--- src/rtl/libAritimeticalControl.sv ---
// ALU control codes; FUNC tells ALU control to decode the R-type funct field.
package libAritimeticalControl;
   localparam logic [3:0] ARCTRL_ZERO = 4'd0;
   localparam logic [3:0] ARCTRL_ADD  = 4'd1;
   localparam logic [3:0] ARCTRL_SUB  = 4'd2;
   localparam logic [3:0] ARCTRL_AND  = 4'd3;
   localparam logic [3:0] ARCTRL_OR   = 4'd4;
   localparam logic [3:0] ARCTRL_XOR  = 4'd5;
   localparam logic [3:0] ARCTRL_SLT  = 4'd6;
   localparam logic [3:0] ARCTRL_LU   = 4'd7;
   localparam logic [3:0] ARCTRL_FUNC = 4'd8;
endpackage

--- src/rtl/libInstructions.sv ---
// MIPS primary opcode values (instruction bits [31:26]) decoded by the control unit.
package libInstructions;
   localparam logic [5:0] OP_RTYPE = 6'h00;
   localparam logic [5:0] OP_J     = 6'h02;
   localparam logic [5:0] OP_BEQ   = 6'h04;
   localparam logic [5:0] OP_BNE   = 6'h05;
   localparam logic [5:0] OP_ADDI  = 6'h08;
   localparam logic [5:0] OP_SLTI  = 6'h0A;
   localparam logic [5:0] OP_ANDI  = 6'h0C;
   localparam logic [5:0] OP_ORI   = 6'h0D;
   localparam logic [5:0] OP_XORI  = 6'h0E;
   localparam logic [5:0] OP_LUI   = 6'h0F;
   localparam logic [5:0] OP_LW    = 6'h23;
   localparam logic [5:0] OP_SW    = 6'h2B;
endpackage

--- src/rtl/libControl.sv ---
// Multicycle controller definitions: FSM states, trap causes and datapath mux encodings.
package libControl;
   import libInstructions::*;
   import libAritimeticalControl::*;

   typedef enum logic [3:0] {
      FETCH, DECODE, EXEC_R, EXEC_I, ALU_WB, MEM_ADDR,
      MEM_RD, MEM_WB, MEM_WR, BRANCH, JUMP, TRAP
   } ctrlState_t;

   localparam logic [1:0] TRAP_NONE    = 2'd0;
   localparam logic [1:0] TRAP_ILLEGAL = 2'd1;
   localparam logic [1:0] TRAP_TIMEOUT = 2'd2;

   localparam logic [1:0] SRCB_RT     = 2'd0;
   localparam logic [1:0] SRCB_FOUR   = 2'd1;
   localparam logic [1:0] SRCB_IMM    = 2'd2;
   localparam logic [1:0] SRCB_IMMSH2 = 2'd3;

   localparam logic [1:0] PCSRC_ALU    = 2'd0;
   localparam logic [1:0] PCSRC_ALUOUT = 2'd1;
   localparam logic [1:0] PCSRC_JUMP   = 2'd2;

   localparam logic [1:0] BR_EQ = 2'd1;
   localparam logic [1:0] BR_NE = 2'd2;

   function automatic logic [3:0] immAluOp(input logic [5:0] op);
      case (op)
         OP_ANDI: immAluOp = ARCTRL_AND;
         OP_ORI:  immAluOp = ARCTRL_OR;
         OP_XORI: immAluOp = ARCTRL_XOR;
         OP_SLTI: immAluOp = ARCTRL_SLT;
         OP_LUI:  immAluOp = ARCTRL_LU;
         default: immAluOp = ARCTRL_ADD;
      endcase
   endfunction
endpackage

--- src/rtl/mem_wait_timer.sv ---
// Counts consecutive not-ready cycles of a memory state; flags expiry when the
// limit is already reached and memory is still not ready.
module mem_wait_timer #(
   parameter int TIMEOUT_CYCLES = 16,
   parameter int TIMER_W = (TIMEOUT_CYCLES > 0) ? $clog2(TIMEOUT_CYCLES + 1) : 1
) (
   input  logic clk,
   input  logic reset,
   input  logic active,
   input  logic memReady,
   output logic expired
);
   logic [TIMER_W-1:0] r_count;

   always_ff @(posedge clk) begin
      if (reset || !active || memReady)
         r_count <= '0;
      else if (r_count != '1)
         r_count <= r_count + TIMER_W'(1);
   end

   assign expired = (TIMEOUT_CYCLES != 0) && active && !memReady &&
                    (r_count == TIMER_W'(TIMEOUT_CYCLES));
endmodule

--- src/rtl/multicycle_controller.sv ---
// Multicycle MIPS control unit: Moore FSM sequencing fetch/decode/execute/memory/
// write-back with a memory-ready handshake, wait timeout and sticky trap.
module multicycle_controller
   import libInstructions::*, libAritimeticalControl::*, libControl::*;
#(
   parameter int TIMEOUT_CYCLES = 16,
   parameter int TIMER_W = (TIMEOUT_CYCLES > 0) ? $clog2(TIMEOUT_CYCLES + 1) : 1
) (
   input  logic       clk,
   input  logic       reset,
   input  logic [5:0] opcode,
   input  logic       memReady,
   output logic       pcWrite,
   output logic [1:0] branch,
   output logic [1:0] pcSource,
   output logic       iorD,
   output logic       irWrite,
   output logic       memRead,
   output logic       memWrite,
   output logic       memToReg,
   output logic       regDst,
   output logic       regWrite,
   output logic       aluSrcA,
   output logic [1:0] aluSrcB,
   output logic [3:0] aluOp,
   output logic       instrDone,
   output logic       trap,
   output logic [1:0] trapCause
);
   ctrlState_t r_state, w_nextState;
   logic       r_trap;
   logic [1:0] r_trapCause, w_trapCause;
   logic       w_timerActive, w_expired;

   assign w_timerActive = (r_state == FETCH) || (r_state == MEM_RD) || (r_state == MEM_WR);

   mem_wait_timer #(.TIMEOUT_CYCLES(TIMEOUT_CYCLES), .TIMER_W(TIMER_W)) u_timer (
      .clk(clk), .reset(reset), .active(w_timerActive),
      .memReady(memReady), .expired(w_expired)
   );

   // Trap registers only load on the edge that enters TRAP, so they stay frozen there.
   always_ff @(posedge clk) begin
      if (reset) begin
         r_state     <= FETCH;
         r_trap      <= 1'b0;
         r_trapCause <= TRAP_NONE;
      end else begin
         r_state <= w_nextState;
         if (w_nextState == TRAP && r_state != TRAP) begin
            r_trap      <= 1'b1;
            r_trapCause <= w_trapCause;
         end
      end
   end

   always_comb begin
      w_nextState = r_state;
      w_trapCause = TRAP_NONE;
      case (r_state)
         FETCH:
            if (memReady) w_nextState = DECODE;
            else if (w_expired) begin
               w_nextState = TRAP;
               w_trapCause = TRAP_TIMEOUT;
            end
         DECODE:
            case (opcode)
               OP_RTYPE:                                        w_nextState = EXEC_R;
               OP_ADDI, OP_ANDI, OP_ORI, OP_XORI, OP_SLTI, OP_LUI: w_nextState = EXEC_I;
               OP_LW, OP_SW:                                    w_nextState = MEM_ADDR;
               OP_BEQ, OP_BNE:                                  w_nextState = BRANCH;
               OP_J:                                            w_nextState = JUMP;
               default: begin
                  w_nextState = TRAP;
                  w_trapCause = TRAP_ILLEGAL;
               end
            endcase
         EXEC_R, EXEC_I: w_nextState = ALU_WB;
         ALU_WB, MEM_WB, BRANCH, JUMP: w_nextState = FETCH;
         MEM_ADDR: w_nextState = (opcode == OP_LW) ? MEM_RD : MEM_WR;
         MEM_RD, MEM_WR:
            if (memReady) w_nextState = (r_state == MEM_RD) ? MEM_WB : FETCH;
            else if (w_expired) begin
               w_nextState = TRAP;
               w_trapCause = TRAP_TIMEOUT;
            end
         TRAP:    w_nextState = TRAP;
         default: w_nextState = FETCH;
      endcase
   end

   // Outputs are forced low during reset so nothing strobes in the reset cycle.
   always_comb begin
      pcWrite   = 1'b0;
      branch    = 2'd0;
      pcSource  = PCSRC_ALU;
      iorD      = 1'b0;
      irWrite   = 1'b0;
      memRead   = 1'b0;
      memWrite  = 1'b0;
      memToReg  = 1'b0;
      regDst    = 1'b0;
      regWrite  = 1'b0;
      aluSrcA   = 1'b0;
      aluSrcB   = SRCB_RT;
      aluOp     = ARCTRL_ZERO;
      instrDone = 1'b0;
      trap      = 1'b0;
      trapCause = TRAP_NONE;
      if (!reset) begin
         trap      = r_trap;
         trapCause = r_trapCause;
         case (r_state)
            FETCH: begin
               memRead = 1'b1;
               aluSrcB = SRCB_FOUR;
               aluOp   = ARCTRL_ADD;
               irWrite = memReady;
               pcWrite = memReady;
            end
            DECODE: begin
               aluSrcB = SRCB_IMMSH2;
               aluOp   = ARCTRL_ADD;
            end
            EXEC_R: begin
               aluSrcA = 1'b1;
               aluOp   = ARCTRL_FUNC;
            end
            EXEC_I: begin
               aluSrcA = 1'b1;
               aluSrcB = SRCB_IMM;
               aluOp   = immAluOp(opcode);
            end
            ALU_WB: begin
               regWrite  = 1'b1;
               regDst    = (opcode == OP_RTYPE);
               instrDone = 1'b1;
            end
            MEM_ADDR: begin
               aluSrcA = 1'b1;
               aluSrcB = SRCB_IMM;
               aluOp   = ARCTRL_ADD;
            end
            MEM_RD: begin
               memRead = 1'b1;
               iorD    = 1'b1;
            end
            MEM_WB: begin
               regWrite  = 1'b1;
               memToReg  = 1'b1;
               instrDone = 1'b1;
            end
            MEM_WR: begin
               memWrite  = 1'b1;
               iorD      = 1'b1;
               instrDone = memReady;
            end
            BRANCH: begin
               aluSrcA   = 1'b1;
               aluOp     = ARCTRL_SUB;
               pcSource  = PCSRC_ALUOUT;
               branch    = (opcode == OP_BNE) ? BR_NE : BR_EQ;
               instrDone = 1'b1;
            end
            JUMP: begin
               pcWrite   = 1'b1;
               pcSource  = PCSRC_JUMP;
               instrDone = 1'b1;
            end
            default: ;
         endcase
      end
   end
endmodule

--- config.mk ---
export PLATFORM = sky130hd
export DESIGN_NAME = multicycle_controller
export DESIGN_NICKNAME = d
export VERILOG_FILES = /design/src/rtl/libAritimeticalControl.sv /design/src/rtl/libInstructions.sv /design/src/rtl/libControl.sv /design/src/rtl/mem_wait_timer.sv /design/src/rtl/multicycle_controller.sv
export SDC_FILE = /design/constraint.sdc
export NUM_CORES = 1
export LEC_CHECK = 0
export CAP_MARGIN = 10
export CELL_PAD_IN_SITES_DETAIL_PLACEMENT = 1
export CELL_PAD_IN_SITES_GLOBAL_PLACEMENT = 2
export CORE_ASPECT_RATIO = 0.75
export CORE_MARGIN = 2
export CORE_UTILIZATION = 28
export CTS_CLUSTER_SIZE = 16
export DETAILED_ROUTE_END_ITERATION = 10
export PLACE_DENSITY_LB_ADDON = 0.1
export SYNTH_ARGS = -nofsm -noshare
export SYNTH_HDL_FRONTEND = slang
export SYNTH_SLANG_ARGS = --single-unit
--- constraint.sdc ---
create_clock -name clk -period 2.44 [get_ports clk]
set_clock_uncertainty 0.05 [all_clocks]
set_input_delay 0.244 -clock clk [delete_from_list [all_inputs] [get_ports clk]]
set_output_delay 0.244 -clock clk [all_outputs]
set_load 0.05 [all_outputs]
# Yosys cells after proc, flatten, opt, wreduce, memory -nomap -nowiden
# Index checks and enable logic that the tools add are counted.
# totals
reg_bits	12
latchBits	0
ramBits	0
mem_bits_ro	0
in_bits	9
out_inout_bits	23
wordCells	98
memories	0
# op_classes
n_addsub	1
mul	0
n_div	0
n_lt_le_gt_ge	0
eq_ne	26
n_shift	0
muxes	43
bitwise_logic	0
reduce_logical	24
# op_table
op	count
== test 6 x 4 -> 1 bit (second input constant)	6
one-hot mux 4 bit (6 select lines)	1
== test 4 bit (second input constant)	5
two-way mux 1 bit	20
two-way mux 4 bit	5
one-hot mux 4 bit (5 select lines)	1
== test 4 x 3 -> 1 bit (second input constant)	4
two-way mux 2 bit	8
one-hot mux 4 bit (4 select lines)	1
one-hot mux 3 bit (5 select lines)	1
OR reduction 2 bit	7
== test 6 x 3 -> 1 bit (second input constant)	2
== test 6 bit (second input constant)	2
OR reduction 12 bit	1
== test 4 x 2 -> 1 bit (second input constant)	2
one-hot mux 2 bit (2 select lines)	2
OR reduction 4 bit	2
== test 6 x 2 -> 1 bit (second input constant)	1
zero test 6 bit	1
one-hot mux 2 bit (3 select lines)	1
OR reduction 3 bit	2
OR reduction 6 bit	1
adder 5 x 1 -> 5 bit (second input constant)	1
== test 5 bit (second input constant)	1
other kinds (9)	16

# Depth between registers and ports, before layout
# logic_depth
word_depth	10
mapped_depth	8
mapped_depth_nobuf	8

# Cells and area by module
# A second synthesis with hierarchy kept.
# hier_totals
hier_cells	170
area_unflattened_um2	1199.9
# by_module_without_submodules
mod	instances	cells_per_inst	area_each_um2	seq_area_each_um2
multicycle_controller	1	143	945.9	140.1
mem_wait_timer	1	27	254.0	100.1

# Worst setup path before layout
# Ideal clock, no wire load.
# synth_timing
kind	reg-to-output
startpoint	reg r_state[0]
endpoint	out aluOp[2]
arrival_ns	3.476
required_ns	2.146
path_slack_ns	-1.330
path_stages_with_launch	5
path_buffers	1
cell_sequence	dfxtp_1 clkbuf_8 nand2b_1 or4b_1 a2111oi_0
# synth_between
elab_chain_cells	4
elab_cells_between_ends	9
cone_classes	eq/ne: 5; mux: 2; reduce/logical: 2
# synth_rtl
item	line_no	text
start, declared	multicycle_controller.sv:30	ctrlState_t r_state, w_nextState;
start signal, assigned	multicycle_controller.sv:49	r_state <= w_nextState;
== test 4 x 3 -> 1 bit (tied with other cells)	multicycle_controller.sv:114	case (r_state)
OR reduction 3 bit (no line)	-	
one-hot mux 4 bit (4 select lines) *	multicycle_controller.sv:114	
two-way mux 4 bit *	multicycle_controller.sv:111	if (!reset) begin
end, declared	multicycle_controller.sv:25	output logic [3:0] aluOp,
# Mark *: on every way between the ends. The rest lies on a longest branch, timed or not.

# Worst setup path in the final report
# layout_timing
startpoint	in opcode[2]
endpoint	out aluOp[1]
# layout_between
elab_chain_cells	4
elab_cells_between_ends	8
cone_classes	eq/ne: 5; mux: 3
# layout_rtl
item	line_no	text
start, declared	multicycle_controller.sv:11	input logic [5:0] opcode,
== test 6 x 4 -> 1 bit	libControl.sv:28	case (op)
one-hot mux 3 bit (5 select lines) *	libControl.sv:28	
one-hot mux 4 bit (4 select lines) *	multicycle_controller.sv:114	
two-way mux 4 bit *	multicycle_controller.sv:111	
# Marked as above.

==> reports/summary.txt <==
======================================================================================
Run status .............................................................. finished, final reports clean
Xor and xnor area share after synthesis .................................       5.486%
P&R area growth vs syn ..................................................       50.14%
Cell type with the highest occurrence count on the critical path ........       nor3_1
Overall via count from detail_route .....................................        1,268
Crit share post-route ...................................................       96.06%
Fin. Hold Viols .........................................................            0
Final Core Density ......................................................       43.70%
Sum of routed wire length over all layers ...............................      3978 um
Post-Synth Simple-Gate Area .............................................       36.57%
Worst Setup SP ..........................................................    opcode[2]
Clock latency at the later pin of the worst-skew pair ...................      0.24 ns
TNS Setup ...............................................................         0 ns
Logic depth of the worst register-to-register path ......................            8
Slew Limit Headroom .....................................................       62.76%
Min-Delay Path Class .................................................... flip-flop to flip-flop
Worst slack at placement ................................................   0.04959 ns
Count of different cell masters after synthesis .........................           51
Capturing point of the worst reg2reg path ............................... r_trapCause[1]$_SDFFE_PP0P_
Cts bufs inserted .......................................................            3
HPWL reported at the end of detailed placement ..........................      3208 um
Maximum number of buffers from clock root to sink .......................            2
Clk sink count ..........................................................           12
Power density of the placed cells ....................................... 558.0 nW/um2
Number of storage elements in the synthesis netlist .....................           12
Synth Area per Inst .....................................................    8.075 um2
Overall power of the completed layout ...................................      1089 uW
Global-route wire length before repair ..................................      6886 um
Iteration-0 DRC Markers .................................................           36
All-layer global routing usage ..........................................       17.17%
Maximum Capacitance Violations ..........................................            0
Adder-cell share of the synthesized area ................................       2.887%
Synth top area cells .................................................... dfxtp_1, nor3_1, nor2_1
Final GP Congestion .....................................................       0.8118
Die H ...................................................................     63.01 um
Setup fix buffers added after clock tree synthesis ......................            0
Total overflow reported by the global router ............................            0
Filler cells ............................................................          520
Final hold slack ........................................................    0.4530 ns
Per-cell routed wire length .............................................     16.04 um
Max Fanout on Critical Path .............................................           11
Clock transition at path regs ...........................................      0.05 ns
Full die area ...........................................................     5210 um2
Standard-cell rows ......................................................           21
Worst Path Required .....................................................      2.15 ns
Final setup violation count .............................................            0
Kind of end point of the critical path .................................. primary output
Fraction of layout instances using a drive strength above 1 .............       29.32%
Worst-Margin Slew .......................................................    0.5535 ns
Via count of the first global-routing pass ..............................        1,399
Data arrival at the endpoint of the critical path .......................      2.05 ns
Library cell contributing the largest single delay on the critical path . clkdlybuf4s50_1
VDD IR max ..............................................................     266.0 uV
Initial core utilization ................................................       29.10%
Time the final worst path needs with I/O delays and setup ...............     2.344 ns
Fraction of synthesized area in multiplexers ............................       3.850%
Most common cell after layout, fill and taps aside ......................       buf_12
Pins Over Slew Limit ....................................................            0
Largest net degree at the start of global routing .......................           21
Antenna-violating nets left .............................................            0
Worst-case setup margin in the final layout .............................   0.09615 ns
Number of nets in the finished design ...................................          204
Initial antenna violation count .........................................            0
CP max stage delay ......................................................      0.69 ns
Clock H-tree levels .....................................................            1
Syn_nets ................................................................          173
Post-synth top area share ...............................................       18.48%
Static leakage .......................................................... 0.0007978 uW
Number of antenna diodes ................................................            0
Number of flops mapped to enable cells by yosys .........................            0
# IOs ...................................................................           32
X dimension of the die ..................................................     82.68 um
Unrepaired setup endpoints after global routing .........................        false
Floorplan Core Area .....................................................     4467 um2
Cells after synthesis ...................................................          161
FF-to-FF Start .......................................................... u_timer.r_count[0]$_SDFFE_PP0P_
R2r setup slk ...........................................................      0.22 ns
Setup CP Type ........................................................... primary input to primary output
Number of design rule violations left after detail routing ..............            0
Clock tree from TritonCTS ...............................................         done
Complex-gate fraction of the synthesized area ...........................       20.31%
Element type at the critical path start ................................. primary input
Total of warnings raised by yosys .......................................            0
Kind of cell with the highest combined delay on the critical path ....... buffers and inverters
Largest family of logic cells by synthesized area ....................... simple AND/OR/NAND/NOR gates
Part of the Yosys area used for sequential elements .....................       18.48%
Buffering stage count on the worst path with inverters included .........            2
Total stage count of the critical path ..................................            7
Critical path capture point .............................................     aluOp[1]
Via density per instance ................................................        5.113
Cell Chain, Critical Path ............................................... clkdlybuf4s50_1 -> nor3b_1 -> a21oi_1 -> nor3_1 -> mux2i_1 -> nor3_1 -> buf_12
Clock root cell .........................................................     clkbuf_8
Async set-reset flop share out of synthesis .............................           0%
Max frequency ...........................................................    426.6 MHz
Synth area leader .......................................................      dfxtp_1
Length of the first detailed-routing pass in iterations .................            3
Total standard cell area after synthesis ................................     1300 um2
Buffers added on ports ..................................................           31
Top_reg_cell synth ......................................................      dfxtp_1
Most frequent cells in the layout ....................................... buf_12, nor2_1, nor3_1
======================================================================================
routing by layer:
metal / vias to the layer above / GRT usage [%] / share of wire (%) / wire (um)
li1: 636 / - / - / -
met5: - / 0 / 0 / 0
met3: 2 / 3.757 / 3.4 / 134
met2: 22 / 28.33 / 47 / 1880
met1: 608 / 23.49 / 49 / 1946
met4: 0 / 1.844 / 0.43 / 17
power by group:
part           internal, uW  leakage, uW  switching [uW]
combinational           264     0.000671             365
sequential              214    0.0000979            30.4
clock                   142    0.0000288            73.1
stage by stage:
stage / area (um2) / cells
after floorplan: 1338 / 161
after global placement: 1883 / 244
after detailed placement: 1883 / 244
after CTS: 1938 / 248
after global routing: 1952 / 248
final: 1952 / 248
how the worst min path moves through the flow:
stage / from / end / slack [ns] / cells after the start
global placement: r_trapCause[1]$_SDFFE_PP0P_ / r_trapCause[1]$_SDFFE_PP0P_ / 0.42 / 2
global route: r_trapCause[1]$_SDFFE_PP0P_ / r_trapCause[1]$_SDFFE_PP0P_ / 0.49 / 2
detailed placement: r_trapCause[1]$_SDFFE_PP0P_ / r_trapCause[1]$_SDFFE_PP0P_ / 0.45 / 2
finish: r_trapCause[1]$_SDFFE_PP0P_ / r_trapCause[1]$_SDFFE_PP0P_ / 0.45 / 2
floorplan: memReady / r_trapCause[0]$_SDFFE_PP0P_ / 0.34 / 2
CTS: r_trapCause[1]$_SDFFE_PP0P_ / r_trapCause[1]$_SDFFE_PP0P_ / 0.46 / 2
layout make-up:
| type | count | area, um2 | area share (%) |
|---|---|---|---|
| multi-input cells | 127 | 948.4 | 48.59 |
| clock buffers | 4 | 55.05 | 2.821 |
| flip-flops and latches | 12 | 241.5 | 12.37 |
| inverters | 9 | 47.55 | 2.436 |
| well taps | 57 | 71.32 | 3.654 |
| repair buffers | 39 | 588.1 | 30.13 |
repair_timing:
action | 4_1_cts | 5_1_grt
hold buffers | 0 | 0
resized for setup | 0 | 2
endpoints found under the hold margin | 0 | 0
endpoints found under the setup margin | 0 | 4
cells in the mapped netlist (all sizes together) (2+ instances only):
| library cell | number |
|---|---|
| a211oi | 2 |
| o221ai | 2 |
| or2b | 2 |
| nor3 | 16 |
| and4b | 2 |
| buf | 5 |
| xor2 | 4 |
| nand2 | 7 |
| nor3b | 2 |
| nor2b | 5 |
| inv | 8 |
| nand4b | 3 |
| o22ai | 3 |
| xnor2 | 2 |
| nor4 | 3 |
| ha | 3 |
| o21ai | 2 |
| o32ai | 2 |
| nand2b | 9 |
| or2 | 3 |
| a21boi | 2 |
| a31oi | 3 |
| nor2 | 19 |
| a21oi | 8 |
| a2111oi | 2 |
| clkbuf | 8 |
| dfxtp | 12 |
| and3 | 3 |
| mux2i | 5 |
| a211o | 2 |
flip-flops by register name, summed over array words and instances (netlist names):
name,count
r_state,4
u_timer.r_count,5
r_trap,1
r_trapCause,2
worst min-delay path, stage by stage (launching register included):
cell and delay [ns]:
dfxtp_1 0.29, nand2b_1 0.08, a21oi_1 0.07
logic make-up after synthesis:
kind of cell	after synthesis
multiplexers	5
AO/OA/AOI/OAI	34
buffers and inverters	22
XOR/XNOR	6
AND/OR/NAND/NOR	79
adder cells (fa/ha/maj)	3
flip-flops	12
Power figures use the tool's default switching activity.
